===== src/rtl/if_stage_pkg.sv =====
// Shared constants and types for the instruction-fetch stage.
package if_stage_pkg;

    // Canonical RISC-V NOP: addi x0, x0, 0
    localparam logic [31:0] NOP_INSTR = 32'h0000_0013;

    localparam logic [31:0] DEFAULT_RESET_PC = 32'h0000_0000;

    // S_RUN  : fetch responses are consumed
    // S_DROP : one in-flight response belongs to a squashed path and is discarded
    typedef enum logic [0:0] {
        S_RUN  = 1'b0,
        S_DROP = 1'b1
    } fetch_state_t;

endpackage


===== src/rtl/if_skid_buf.sv =====
// One-entry pc/instr holding register that catches a fetch response
// arriving while decode is stalled.
module if_skid_buf (
    input  logic        clk,
    input  logic        rst_n,
    input  logic        load,
    input  logic        drain,
    input  logic        flush,
    input  logic [31:0] load_pc,
    input  logic [31:0] load_instr,
    output logic        valid,
    output logic [31:0] pc,
    output logic [31:0] instr
);

    // Occupancy flag: flush wins over load, load wins over drain.
    always_ff @(posedge clk or negedge rst_n) begin
        if (!rst_n) begin
            valid <= 1'b0;
        end else if (flush) begin
            valid <= 1'b0;
        end else if (load) begin
            valid <= 1'b1;
        end else if (drain) begin
            valid <= 1'b0;
        end
    end

    // Payload is captured only on load; its content is irrelevant while empty.
    always_ff @(posedge clk or negedge rst_n) begin
        if (!rst_n) begin
            pc    <= 32'h0;
            instr <= 32'h0;
        end else if (load && !flush) begin
            pc    <= load_pc;
            instr <= load_instr;
        end
    end

endmodule


===== src/rtl/if_stage.sv =====
// Instruction-fetch stage with IF/ID register. Handles memory wait states,
// load-use stalls (via the skid buffer) and EX-resolved redirects.
//
// state  | meaning
// -------+--------------------------------------------------------------
// S_RUN  | normal fetch; accepted responses go to IF/ID or the skid buffer
// S_DROP | redirect arrived mid-request; discard that response, then
//        | restart fetching at tgt
module if_stage
    import if_stage_pkg::*;
#(
    parameter logic [31:0] RESET_PC = DEFAULT_RESET_PC
) (
    input  logic        clk,
    input  logic        rst_n,
    input  logic        stall,
    input  logic        redirect,
    input  logic [31:0] redirect_pc,
    output logic        imem_req,
    output logic [31:0] imem_addr,
    input  logic        imem_rvalid,
    input  logic [31:0] imem_rdata,
    output logic        id_valid,
    output logic [31:0] id_pc,
    output logic [31:0] id_instr
);

    fetch_state_t state;
    logic [31:0]  pc;
    logic [31:0]  tgt;
    logic         req_en;
    logic         buf_valid;
    logic [31:0]  buf_pc;
    logic [31:0]  buf_instr;

    logic         accept;
    logic         run_accept;
    logic [31:0]  redirect_tgt;
    logic         unused_redirect_lsbs;

    // Request is decoded from registers only, so no input reaches it combinationally.
    assign imem_req  = req_en & ~buf_valid;
    assign imem_addr = pc;

    assign accept     = imem_req & imem_rvalid;
    assign run_accept = accept & (state == S_RUN);

    // Targets are word-aligned; the low bits from EX are ignored.
    assign redirect_tgt         = {redirect_pc[31:2], 2'b00};
    assign unused_redirect_lsbs = ^redirect_pc[1:0];

    // Requests are held off for one edge after reset release.
    always_ff @(posedge clk or negedge rst_n) begin
        if (!rst_n) begin
            req_en <= 1'b0;
        end else begin
            req_en <= 1'b1;
        end
    end

    // Fetch PC and drop-state control. The outstanding address must not move
    // while a request is pending, so a mid-request redirect parks in tgt.
    always_ff @(posedge clk or negedge rst_n) begin
        if (!rst_n) begin
            pc    <= RESET_PC;
            state <= S_RUN;
            tgt   <= 32'h0;
        end else if (redirect) begin
            if (state == S_RUN) begin
                if (accept || !imem_req) begin
                    pc <= redirect_tgt;
                end else begin
                    tgt   <= redirect_tgt;
                    state <= S_DROP;
                end
            end else begin
                tgt <= redirect_tgt;
            end
        end else if (state == S_DROP) begin
            if (accept) begin
                pc    <= tgt;
                state <= S_RUN;
            end
        end else if (accept) begin
            pc <= pc + 32'd4;
        end
    end

    if_skid_buf u_skid (
        .clk        (clk),
        .rst_n      (rst_n),
        .load       (stall & ~redirect & run_accept),
        .drain      (~stall & ~redirect & buf_valid),
        .flush      (redirect),
        .load_pc    (pc),
        .load_instr (imem_rdata),
        .valid      (buf_valid),
        .pc         (buf_pc),
        .instr      (buf_instr)
    );

    // IF/ID register: redirect flushes, stall holds, otherwise buffer first,
    // then a fresh response, else a bubble (id_pc keeps its last value).
    always_ff @(posedge clk or negedge rst_n) begin
        if (!rst_n) begin
            id_valid <= 1'b0;
            id_pc    <= 32'h0;
            id_instr <= NOP_INSTR;
        end else if (redirect) begin
            id_valid <= 1'b0;
            id_instr <= NOP_INSTR;
        end else if (stall) begin
            id_valid <= id_valid;
        end else if (buf_valid) begin
            id_valid <= 1'b1;
            id_pc    <= buf_pc;
            id_instr <= buf_instr;
        end else if (run_accept) begin
            id_valid <= 1'b1;
            id_pc    <= pc;
            id_instr <= imem_rdata;
        end else begin
            id_valid <= 1'b0;
            id_instr <= NOP_INSTR;
        end
    end

endmodule


===== config.mk =====
export PLATFORM = sky130hd
export DESIGN_NAME = if_stage
export DESIGN_NICKNAME = d
export VERILOG_FILES = /design/src/rtl/if_stage_pkg.sv /design/src/rtl/if_skid_buf.sv /design/src/rtl/if_stage.sv
export SDC_FILE = /design/constraint.sdc
export NUM_CORES = 1
export LEC_CHECK = 0
export ABC_AREA = 1
export BUFFER_PORTS_ARGS = -buffer_cell sky130_fd_sc_hd__clkbuf_2
export CAP_MARGIN = 25
export CORE_UTILIZATION = 56
export CTS_CLUSTER_DIAMETER = 120
export DETAILED_ROUTE_END_ITERATION = 8
export HOLD_SLACK_MARGIN = 0.15
export PLACE_DENSITY_LB_ADDON = 0.05
export SLEW_MARGIN = 20
export SYNTH_ARGS = -nofsm -noshare
export SYNTH_HDL_FRONTEND = slang
export SYNTH_SLANG_ARGS = --single-unit

===== constraint.sdc =====
create_clock -name clk -period 1.7 [get_ports clk]
set_input_delay 0.51 -clock clk [delete_from_list [all_inputs] [get_ports clk]]
set_output_delay 0.51 -clock clk [all_outputs]
set_load 0.01 [all_outputs]

==> run_results.csv <==
group,metric,value,unit
run_status,outcome,"finished, final reports clean",
layout,fin_nets,1369,
global_route,overflow,0,
layout,diodes,0,
timing,fin_crit_sh,99.4,%
floorplan,die_area,0.0166,mm^2
worst_hold_path,hp-start,"imem_rdata[26]",
cts,root_buffer,"clkbuf_16",
setup_path,required,1190,ps
logic_synthesis,synth_flop_cell,"dfrtp_1",
layout,area_delta_synth_final,23.5,%
drt,antenna_left,0,
placement,numPortBuffers,160,
setup_path,worstPathArrival,1180,ps
flow_run,cap_violations,0,
logic_synthesis,ys_top_cells_by_area,"dfrtp_1, nand2_1, o21ai_0",
logic_synthesis,yosysUniqueCellTypes,33,
global_route,grt_pass1_vias,7251,
power_and_ir_drop,power,13.9,mW
layout,drive_gt1_share,22.9,%
drt,via_per_inst,5.26,
setup_path,reg2reg_slack,60,ps
timing,slew_viol_final,0,
worst_hold_path,holdPathEnd,"u_skid.instr[26]",
floorplan,rows,46,
logic_synthesis,yosys_warnings,0,
timing,worstMarginPinSlew,665,ps
logic_synthesis,synth-seq-cells,188,
power_and_ir_drop,switchingPower,4.34,mW
cts,tritoncts,"yes",
setup_path,crit_path_cell_trace,"nor2_8, buf_8",
global_route,grt_pass1_wl,36900,um
power_and_ir_drop,ir_drop,0.000738,V
power_and_ir_drop,pwr-share-clk,31.7,%
drt,wire_per_inst,15.2,um
cts,clockBufferDepth,2,
setup_path,crit_type,"reg -> out",
logic_synthesis,synth_top_cell_by_area,"dfrtp_1",
logic_synthesis,yosysSeqAreaShare,52.2,%
cts,clk_latency,430,ps
logic_synthesis,synth_top_area_share,51.3,%
layout,fillers,1315,
power_and_ir_drop,p_leak,5.64,nW
floorplan,io_pins,167,
placement,place_congestion,0.886,
setup_path,slowest_delay,460,ps
power_and_ir_drop,swShare,31.3,%
floorplan,die_x,129,um
setup_path,ff2ff_path_depth,11,
timing,max_freq,592,MHz
setup_path,crit_slowest_cell,"dfrtp_2",
cts,numCtsBuffers,17,
timing,timing.final.hold_violations,0,
cts,clk_pin_slew,70,ps
timing,finClkSkew,10.3,ps
floorplan,core_area,0.0158,mm^2
setup_path,crit_path_start_kind,"flip-flop",
power_and_ir_drop,pwr-share-seq,44.4,%
power_and_ir_drop,combPwrFrac,23.9,%
logic_synthesis,avgSynthCellArea,8.07,um^2
power_and_ir_drop,pwr_density_cell,1250,mW/mm^2
timing,rsz0062_at_grt,"true",
layout,seqCellArea,0.00472,mm^2
logic_synthesis,synth-edff-count,0,
drt,drt_iter0_markers,547,
drt,dr.pass1.iters,5,
power_and_ir_drop,p_int,9.53,mW
global_route,track_usage,28.7,%
drt,drc,0,
drt,wl,23200,um
layout,multi_input_area,0.00360,mm^2
timing,fin_crit,1690,ps
setup_path,cp-end-kind,"output pin",
cts,ctsHtreeMaxLevel,4,
placement,place_hpwl,15900,um
setup_path,timing.rr.start,"imem_addr[2]",
timing,setup_violations,0,
setup_path,crit_fanout,4,
setup_path,r2r_end,"imem_addr[24]",
global_route,antenna_found_initial,0,
worst_hold_path,holdPathStages,3,
layout,finalInstanceArea,0.0111,mm^2
drt,via_count,8043,
cts,clock_sinks,188,
logic_synthesis,ys_async_sr_fraction,100,%
floorplan,start_util,57.0,%
logic_synthesis,syn_inst,1118,
placement,place_area,0.0104,mm^2
worst_hold_path,hp-class,"in -> reg",
floorplan,die_y,129,um
timing,maxSlewHeadroom,55.7,%
global_route,grt_max_degree,60,
logic_synthesis,netlist_area,0.00902,mm^2
## critical path: cells and delay by family, from the launching register on
kind                   cells  cell delay [ps]
buffers and inverters      1              120
DFF                        1              460
and+or+nand+nor            1              170
## power groups by stage
stage	registers (mW)	logic (mW)	clock network, mW
2_1_floorplan	6.34	1.60	0
3_3_place_gp	6.16	3.16	0
3_5_place_dp	6.21	3.23	0
4_1_cts	6.13	3.26	4.45
5_1_grt	6.27	3.72	4.63
6_report	6.16	3.32	4.40
## registers in the layout (all words and copies together), names as in the netlist
signal,count
id_valid,1
u_skid.instr,32
tgt,30
req_en,1
imem_addr,30
state,1
id_pc,30
u_skid.valid,1
id_instr,32
u_skid.pc,30
## placed cells by master (no fill, tap or decap), drive strengths merged, types with 2 or more instances in the layout
master  Yosys  layout
clkinv      1       4
clkbuf     32     180
a22o       29      29
and2        2       2
dfrtp     185     185
xor2        4       4
mux2        5       5
a31oi      30      30
nand3      39      39
buf        35      65
inv       104     108
dfstp       3       3
nand2     350     350
o211ai      3       3
nor2       84      84
conb        2       5
o21ai     153     153
a21oi      53      53
bufinv      0       5
## stage by stage
stage / hold slack [ps] / cells / util, % / setup slack (ps) / TNS (ps)
floorplan: 214 / 1121 / - / 159 / 0
global placement: 467 / 1489 / 65.4 / -18.9 / -18.9
detailed placement: 474 / 1489 / 65.4 / -44.7 / -44.7
CTS: 303 / 1523 / 69.7 / 4.33 / 0
global route: 312 / 1528 / 70.4 / -23.0 / -44.8
finish: 306 / 1528 / 70.4 / 10.8 / 0
## cell usage after synthesis (5+ instances only)
library cell,count
a22o_1,29
nand3_1,38
clkbuf_1,31
nand2_1,345
a31oi_1,30
a21oi_1,53
dfrtp_1,185
o21ai_0,80
buf_2,21
mux2_2,5
buf_4,7
inv_1,99
inv_2,5
nor2_1,76
o21ai_1,73
nor2_4,5
buf_6,7
## per-layer routing
metal,track usage [%],vias up,wire length (um)
met3,5.16,39,1380
met2,42.5,290,10200
met1,42.3,3747,11000
met4,10.2,0,550
met5,0,-,0
li1,-,3967,-
## layout make-up
type | count | area share, %
multi-input cells | 761 | 32.3
clock inverters | 12 | 1.85
flip-flops and latches | 188 | 42.4
inverters | 105 | 3.57
clock buffers | 20 | 4.01
well taps | 216 | 2.43
repair buffers | 226 | 13.4
## cells by family after synthesis
logic type	after synthesis	synth area share [%]
AND/OR/NAND/NOR	477	21.5
AO/OA/AOI/OAI	269	16.7
flip-flops	188	52.2
buffers and inverters	172	8.35
multiplexers	5	0.624
XOR/XNOR	4	0.388
other	2	0.0833
adder cells (fa/ha/maj)	1	0.139
## timing repair
| item | 4_1_cts | 5_1_grt |
|---|---|---|
| gates resized for setup | 1 | 26 |
| hold buffers | 1 | 0 |
| endpoints found under the setup margin | 1 | 40 |
| pin swaps | 1 | 5 |
| buffers inserted | 1 | 5 |
| gates cloned | 0 | 1 |
| hold endpoints to repair | 34 | 0 |
## worst max-delay path by stage
stage | startpoint | to
2_1_floorplan | redirect | u_skid.instr[23]
3_3_place_gp | redirect | imem_addr[6]
3_5_place_dp | redirect | imem_addr[6]
4_1_cts | req_en | imem_req
5_1_grt | u_skid.valid | imem_req
6_report | u_skid.valid | imem_req
Note: power is estimated with default switching activity, not from simulation.
